==> src/rtl/cpuif_bus_pkg.sv <==
// Shared types and constants for the CPU-interface register bus arbiter.
// Command widths here set the widths the arbiter is built for.
package cpuif_bus_pkg;

    localparam int CPUIF_ADDR_WIDTH = 3;
    localparam int CPUIF_DATA_WIDTH = 32;

    typedef enum logic [1:0] {
        IDLE  = 2'd0,
        ISSUE = 2'd1,
        WAIT  = 2'd2
    } arb_state_e;

    typedef struct packed {
        logic                        is_wr;
        logic [CPUIF_ADDR_WIDTH-1:0] addr;
        logic [CPUIF_DATA_WIDTH-1:0] wr_data;
        logic [CPUIF_DATA_WIDTH-1:0] wr_biten;
    } bus_cmd_t;

    // Index reached by stepping 'offset' places past 'last' in a ring of n.
    function automatic int rr_next(input int last, input int offset, input int n);
        return (last + offset) % n;
    endfunction

endpackage

==> src/rtl/rr_arbiter.sv <==
// Combinational round-robin picker: first set bit of 'pending' strictly after
// 'last_grant', wrapping from N_REQ-1 back to 0.
module rr_arbiter
    import cpuif_bus_pkg::*;
#(
    parameter int N_REQ = 2,
    parameter int GW    = $clog2(N_REQ)
) (
    input  logic [N_REQ-1:0] pending,
    input  logic [GW-1:0]    last_grant,
    output logic [GW-1:0]    grant,
    output logic             valid
);

    logic [GW-1:0] idx;

    always_comb begin
        grant = '0;
        valid = 1'b0;
        idx   = '0;
        for (int i = 1; i <= N_REQ; i++) begin
            idx = GW'(rr_next(int'(last_grant), i, N_REQ));
            if (!valid && pending[idx]) begin
                grant = idx;
                valid = 1'b1;
            end
        end
    end

endmodule

==> src/rtl/cpuif_bus_arbiter.sv <==
// Shares one register bus among N_REQ requesters, one outstanding command each.
// Define CPUIF_BUS_ARB_TIMEOUT_EN to enable the WAIT-state watchdog.
module cpuif_bus_arbiter
    import cpuif_bus_pkg::*;
#(
    parameter int ADDR_WIDTH     = CPUIF_ADDR_WIDTH,
    parameter int DATA_WIDTH     = CPUIF_DATA_WIDTH,
    parameter int N_REQ          = 2,
    parameter int TIMEOUT_CYCLES = 64
) (
    input  logic                             clk,
    input  logic                             rst,
    input  logic [N_REQ-1:0]                 i_req,
    input  logic [N_REQ-1:0]                 i_req_is_wr,
    input  logic [N_REQ-1:0][ADDR_WIDTH-1:0] i_addr,
    input  logic [N_REQ-1:0][DATA_WIDTH-1:0] i_wr_data,
    input  logic [N_REQ-1:0][DATA_WIDTH-1:0] i_wr_biten,
    output logic [N_REQ-1:0]                 o_rd_ack,
    output logic [N_REQ-1:0]                 o_rd_err,
    output logic [N_REQ-1:0]                 o_wr_ack,
    output logic [N_REQ-1:0]                 o_wr_err,
    output logic [N_REQ-1:0]                 o_req_drop,
    output logic [DATA_WIDTH-1:0]            o_rd_data,
    output logic                             o_bus_req,
    output logic                             o_bus_req_is_wr,
    output logic [ADDR_WIDTH-1:0]            o_bus_addr,
    output logic [DATA_WIDTH-1:0]            o_bus_wr_data,
    output logic [DATA_WIDTH-1:0]            o_bus_wr_biten,
    input  logic                             i_bus_rd_ack,
    input  logic                             i_bus_rd_err,
    input  logic [DATA_WIDTH-1:0]            i_bus_rd_data,
    input  logic                             i_bus_wr_ack,
    input  logic                             i_bus_wr_err,
    input  logic                             i_bus_req_stall_wr,
    input  logic                             i_bus_req_stall_rd
);

    localparam int GW = $clog2(N_REQ);

    // Command slots are bus_cmd_t, so the bus widths must match the package.
    if (ADDR_WIDTH != CPUIF_ADDR_WIDTH || DATA_WIDTH != CPUIF_DATA_WIDTH ||
        N_REQ < 2 || N_REQ > 8 || TIMEOUT_CYCLES < 1) begin : g_param_check
        $error("cpuif_bus_arbiter: unsupported parameter combination");
    end

    arb_state_e       state;
    logic [GW-1:0]    grant;
    logic [GW-1:0]    last_grant;
    logic [GW-1:0]    next_grant;
    logic             next_valid;
    logic [N_REQ-1:0] pending;
    logic [N_REQ-1:0] complete;
    logic [N_REQ-1:0] accept;
    bus_cmd_t         slot [N_REQ];
    bus_cmd_t         cur;
    logic             active;
    logic             stalled;
    logic             ack_match;
    logic             err_match;
    logic             issue_now;
    logic             done;
    logic             timeout_fire;

    rr_arbiter #(
        .N_REQ(N_REQ),
        .GW   (GW)
    ) u_rr (
        .pending   (pending),
        .last_grant(last_grant),
        .grant     (next_grant),
        .valid     (next_valid)
    );

    assign cur       = slot[grant];
    assign active    = !rst && (state != IDLE);
    assign stalled   = cur.is_wr ? i_bus_req_stall_wr : i_bus_req_stall_rd;
    assign ack_match = cur.is_wr ? i_bus_wr_ack : i_bus_rd_ack;
    assign err_match = cur.is_wr ? i_bus_wr_err : i_bus_rd_err;
    assign issue_now = !rst && (state == ISSUE) && !stalled;

`ifdef CPUIF_BUS_ARB_TIMEOUT_EN
    localparam int TW = $clog2(TIMEOUT_CYCLES + 1);
    logic [TW-1:0] wait_cnt;

    // wait_cnt is 0 on the first WAIT cycle, so the limit is TIMEOUT_CYCLES-1.
    assign timeout_fire = !rst && (state == WAIT) && !ack_match &&
                          (wait_cnt == TW'(TIMEOUT_CYCLES - 1));

    always_ff @(posedge clk) begin
        if (rst || state != WAIT) begin
            wait_cnt <= '0;
        end else begin
            wait_cnt <= wait_cnt + 1'b1;
        end
    end
`else
    assign timeout_fire = 1'b0;
`endif

    assign done = (issue_now && ack_match) ||
                  (!rst && (state == WAIT) && ack_match) ||
                  timeout_fire;

    always_comb begin
        complete = '0;
        if (done) begin
            complete[grant] = 1'b1;
        end
    end

    // A slot can be refilled on the very cycle its previous command completes.
    assign accept     = i_req & (~pending | complete) & {N_REQ{!rst}};
    assign o_req_drop = i_req & pending & ~complete & {N_REQ{!rst}};

    always_ff @(posedge clk) begin
        if (rst) begin
            state      <= IDLE;
            pending    <= '0;
            grant      <= '0;
            last_grant <= GW'(N_REQ - 1);
            for (int k = 0; k < N_REQ; k++) begin
                slot[k] <= '0;
            end
        end else begin
            pending <= (pending & ~complete) | accept;
            for (int k = 0; k < N_REQ; k++) begin
                if (accept[k]) begin
                    slot[k] <= '{is_wr:    i_req_is_wr[k],
                                 addr:     i_addr[k],
                                 wr_data:  i_wr_data[k],
                                 wr_biten: i_wr_biten[k]};
                end
            end
            if (done) begin
                last_grant <= grant;
            end
            unique case (state)
                IDLE: begin
                    if (next_valid) begin
                        grant <= next_grant;
                        state <= ISSUE;
                    end
                end
                ISSUE: begin
                    if (!stalled) begin
                        state <= ack_match ? IDLE : WAIT;
                    end
                end
                WAIT: begin
                    if (ack_match || timeout_fire) begin
                        state <= IDLE;
                    end
                end
                default: state <= IDLE;
            endcase
        end
    end

    always_comb begin
        o_rd_ack  = '0;
        o_rd_err  = '0;
        o_wr_ack  = '0;
        o_wr_err  = '0;
        o_rd_data = (rst || timeout_fire) ? '0 : i_bus_rd_data;
        if (done) begin
            if (cur.is_wr) begin
                o_wr_ack[grant] = 1'b1;
                o_wr_err[grant] = err_match | timeout_fire;
            end else begin
                o_rd_ack[grant] = 1'b1;
                o_rd_err[grant] = err_match | timeout_fire;
            end
        end
    end

    assign o_bus_req       = issue_now;
    assign o_bus_req_is_wr = active && cur.is_wr;
    assign o_bus_addr      = active ? cur.addr     : '0;
    assign o_bus_wr_data   = active ? cur.wr_data  : '0;
    assign o_bus_wr_biten  = active ? cur.wr_biten : '0;

endmodule

==> config.mk <==
export PLATFORM = sky130hd
export DESIGN_NAME = cpuif_bus_arbiter
export DESIGN_NICKNAME = d
export VERILOG_FILES = /design/src/rtl/cpuif_bus_pkg.sv /design/src/rtl/rr_arbiter.sv /design/src/rtl/cpuif_bus_arbiter.sv
export SDC_FILE = /design/constraint.sdc
export NUM_CORES = 1
export LEC_CHECK = 0
export ABC_AREA = 1
export CORE_MARGIN = 1
export CORE_UTILIZATION = 46
export CTS_BUF_LIST = sky130_fd_sc_hd__clkbuf_2
export DETAILED_ROUTE_END_ITERATION = 7
export GPL_TIMING_DRIVEN = 1
export PLACE_DENSITY = 0.81
export RECOVER_POWER = 25
export SKIP_LAST_GASP = 1
export SYNTH_ARGS = -nofsm -noshare
export SYNTH_HDL_FRONTEND = slang
export SYNTH_SLANG_ARGS = --single-unit
export TNS_END_PERCENT = 5
==> constraint.sdc <==
create_clock -name clk -period 4.2 [get_ports clk]
set_clock_uncertainty 0.15 [all_clocks]
set_input_delay 0.63 -clock clk [delete_from_list [all_inputs] [get_ports clk]]
set_output_delay 0.63 -clock clk [all_outputs]
set_load 0.01 [all_outputs]
==> qor.yml <==
status:
  status: "finished with violations"
  violations: "capacitance limit, slew limit"
clock_network:
  cts_buffers: 17
  post_cts_buffers: 0
  htreeDepth: 4
  clock_path_buffers: 2
  cts-root-buf: "clkbuf_2"
  tritoncts: "done"
  clock-sinks: 143
  insertion_delay_ps: 670
  postCtsHoldBufs: 0
  cts_resized: 0
  path_clk_slew_ps: 200
power:
  clockPowerShare: 0.236
  pwr-share-seq: 0.545
  netSwitchingPower_mw: 0.877
  p_int_mw: 2.31
  combPwrFrac: 0.219
  ir_worst_vdd_v: 0.000147
  power_mw: 3.19
  cellPowerDensity_nw_per_um2: 292
  p_leak_nw: 5.43
  swShare: 0.275
setup_path:
  slowest_delay_ps: 1200
  crit_fanout: 136
  path_class: "reg2reg"
  arrival_ps: 4100
  worstSetupStartpointType: "flop"
  slowest_stage: "clkbuf_4"
  worstPathRequired_ps: 4440
  r2r_setup_slack_ps: 340
  r2r_cells: 11
  crit_path_cell_trace: "buf_6, nand2_2, nand2_8, inv_4, nand2_2, nand2_4, nand3_2, nand2_1, nand2_1, clkbuf_4, a21oi_1"
  r2r_end: "slot[1][26]"
  endpoint_kind: "flop"
sta:
  fin_crit_sh: 0.918
  hold_viol: 0
  fmax_mhz: 259
  rsz0062_at_grt: "false"
  maxSlewHeadroom: -0.155
  whs_ps: 338
  timing.setup.tns_ps: 0
  setup_viol: 0
  worstMarginPinSlew_ps: 1730
  min_period_ps: 3860
  slew_viol_final: 137
synthesis:
  synthCells: 939
  syn-num-nets: 1117
  synth_cell_types: 23
  ys_warn_count: 0
  syn_area_um2: 7740
  synth-seq-cells: 143
  yosysSeqAreaShare: 0.546
  avgSynthCellArea_um2: 8.24
placed_design:
  postPlaceCellArea_um2: 10800
  dp_hpwl_um: 13700
  gp_congestion: 0.817
  port_buffers: 288
die:
  start_util: 0.468
  floorplan.rows: 47
  die_h_um: 132
  die_w_um: 132
  fp.dieArea_um2: 17300
  core_area_um2: 16500
  io_pins: 289
global_routing:
  grt_max_degree: 137
  grt_pass1_wl_um: 31700
  grt_pass1_vias: 6459
  grt-ovfl-total: 0
  gr-usage-all-layers: 0.234
  antenna_found_initial: 2
worst_hold_path:
  hp-class: "reg2reg"
  worstHoldStart: "last_grant"
  min_to: "last_grant"
  holdPathStages: 2
drt:
  vias: 6703
  post_drt_via_cell_ratio: 4.67
  antenna_left: 0
  drcViolationCount: 0
  drt_pre_antenna_iters: 4
  wire_per_inst_um: 14.0
  drt-initial-drc-count: 443
  drt_wl_total_um: 20100
flow_run:
  cap_violations: 1
cells_and_area:
  num-fill-cells: 1395
  multi_input_area_um2: 2250
  regArea_um2: 4230
  layout-drive-gt1-share: 0.0701
  area_growth_pct: 41.3
  design_area_um2: 10900
  final_nets: 1378
## worst max path at each step
stage | endpoint | slack (ps) | cells past startpoint
6_report | slot[1][26] | 340 | 11
5_1_grt | o_req_drop[0] | 30 | 10
4_1_cts | o_rd_err[1] | 60 | 8
3_5_place_dp | o_rd_err[1] | 890 | 8
3_3_place_gp | o_bus_wr_data[28] | 930 | 6
2_1_floorplan | slot[1][0] | 460 | 10
## power groups by stage
stage                     sequential (mW)  clock [mW]  combinational [mW]
after floorplan                      1.77           0               0.361
after global placement               1.77           0               0.704
after detailed placement             1.77           0               0.714
after CTS                            1.74       0.778               0.716
after global routing                 1.75       0.840               0.767
final                                1.74       0.754               0.698
## layout by cell type, fill, tap and decap left out
master / n
nand3_1: 4
buf_12: 4
clkinv_2: 3
nand3_4: 2
o21ai_0: 1
clkinvlp_4: 2
nand2_1: 285
dfxtp_2: 1
nand2_2: 3
clkinv_1: 3
diode_2: 2
clkdlybuf4s50_1: 278
a21oi_1: 111
inv_4: 1
buf_4: 5
edfxtp_1: 136
inv_6: 2
clkbuf_2: 20
clkinv_4: 1
nand3_2: 4
buf_6: 1
clkbuf_4: 1
dlygate4sd3_1: 10
a211oi_1: 1
a21oi_2: 29
inv_1: 247
nor3_1: 7
nor2_1: 39
nand2_4: 1
nor2_4: 1
nand2_8: 2
dfxtp_1: 6
bufinv_16: 2
## cell usage after synthesis
| library cell | number | share of area |
|---|---|---|
| buf_1 | 4 | 0.0019 |
| nand2_8 | 2 | 0.0052 |
| buf_4 | 2 | 0.0019 |
| buf_2 | 24 | 0.016 |
| clkbuf_1 | 21 | 0.010 |
| nor3_1 | 7 | 0.0045 |
| nand3_2 | 4 | 0.0052 |
| a21oi_2 | 40 | 0.045 |
| o21ai_0 | 1 | 0.00065 |
| inv_6 | 1 | 0.0011 |
| nor2_1 | 40 | 0.019 |
| edfxtp_1 | 136 | 0.53 |
| nand3_4 | 1 | 0.0023 |
| buf_6 | 6 | 0.0087 |
| a211oi_1 | 1 | 0.00097 |
| nand3_1 | 5 | 0.0032 |
| dfxtp_1 | 7 | 0.018 |
| inv_4 | 1 | 0.00081 |
| a21oi_1 | 100 | 0.065 |
| nand2_2 | 5 | 0.0040 |
| inv_1 | 247 | 0.12 |
| nand2_1 | 283 | 0.14 |
| nand2_4 | 1 | 0.0015 |
## area by class of cell
class / count / share of cell area
timing repair buffer: 299 / 0.276
inverter: 249 / 0.0862
multi-input combinational: 490 / 0.206
clock inverter: 12 / 0.0109
sequential: 143 / 0.386
clock buffer: 20 / 0.00915
antenna: 2 / 0.000458
tap: 220 / 0.0252
## critical path: cells and delay by family (launching register included)
kind | cells | cell delay (ps)
buf+inv | 3 | 1730
compound gates | 1 | 250
simple gates | 7 | 830
flops | 1 | 420
## kinds of logic (layout without fill, tap and decap cells)
group                  after synthesis  in the layout  share of synthesized area
AO/OA/AOI/OAI                      142            142                      0.112
buffers and inverters              306            580                      0.160
flip-flops                         143            143                      0.546
other                                0              2                          0
AND/OR/NAND/NOR                    348            348                      0.183
## per-layer routing
layer  global-route usage  vias to the layer above  wire [µm]
met5                    0                        -          0
met4                0.107                        0        703
met3               0.0598                       51       1110
met2                0.437                      237      10700
met1                0.245                     3056       7580
li1                     -                     3359          -
## per-stage QoR
step / setup slack [ps] / util / std cells
after floorplan: 464 / - / 939
after global placement: 934 / 0.653 / 1401
after detailed placement: 890 / 0.653 / 1401
after CTS: 55.7 / 0.666 / 1433
after global routing: 31.3 / 0.662 / 1435
final: 344 / 0.662 / 1435
## state kept, by name, summed over array words and instances (netlist names), named ones only
signal / flops
pending: 2
last_grant: 1
slot: 136
state: 2
grant: 1
(Power assumes the default switching activity.)
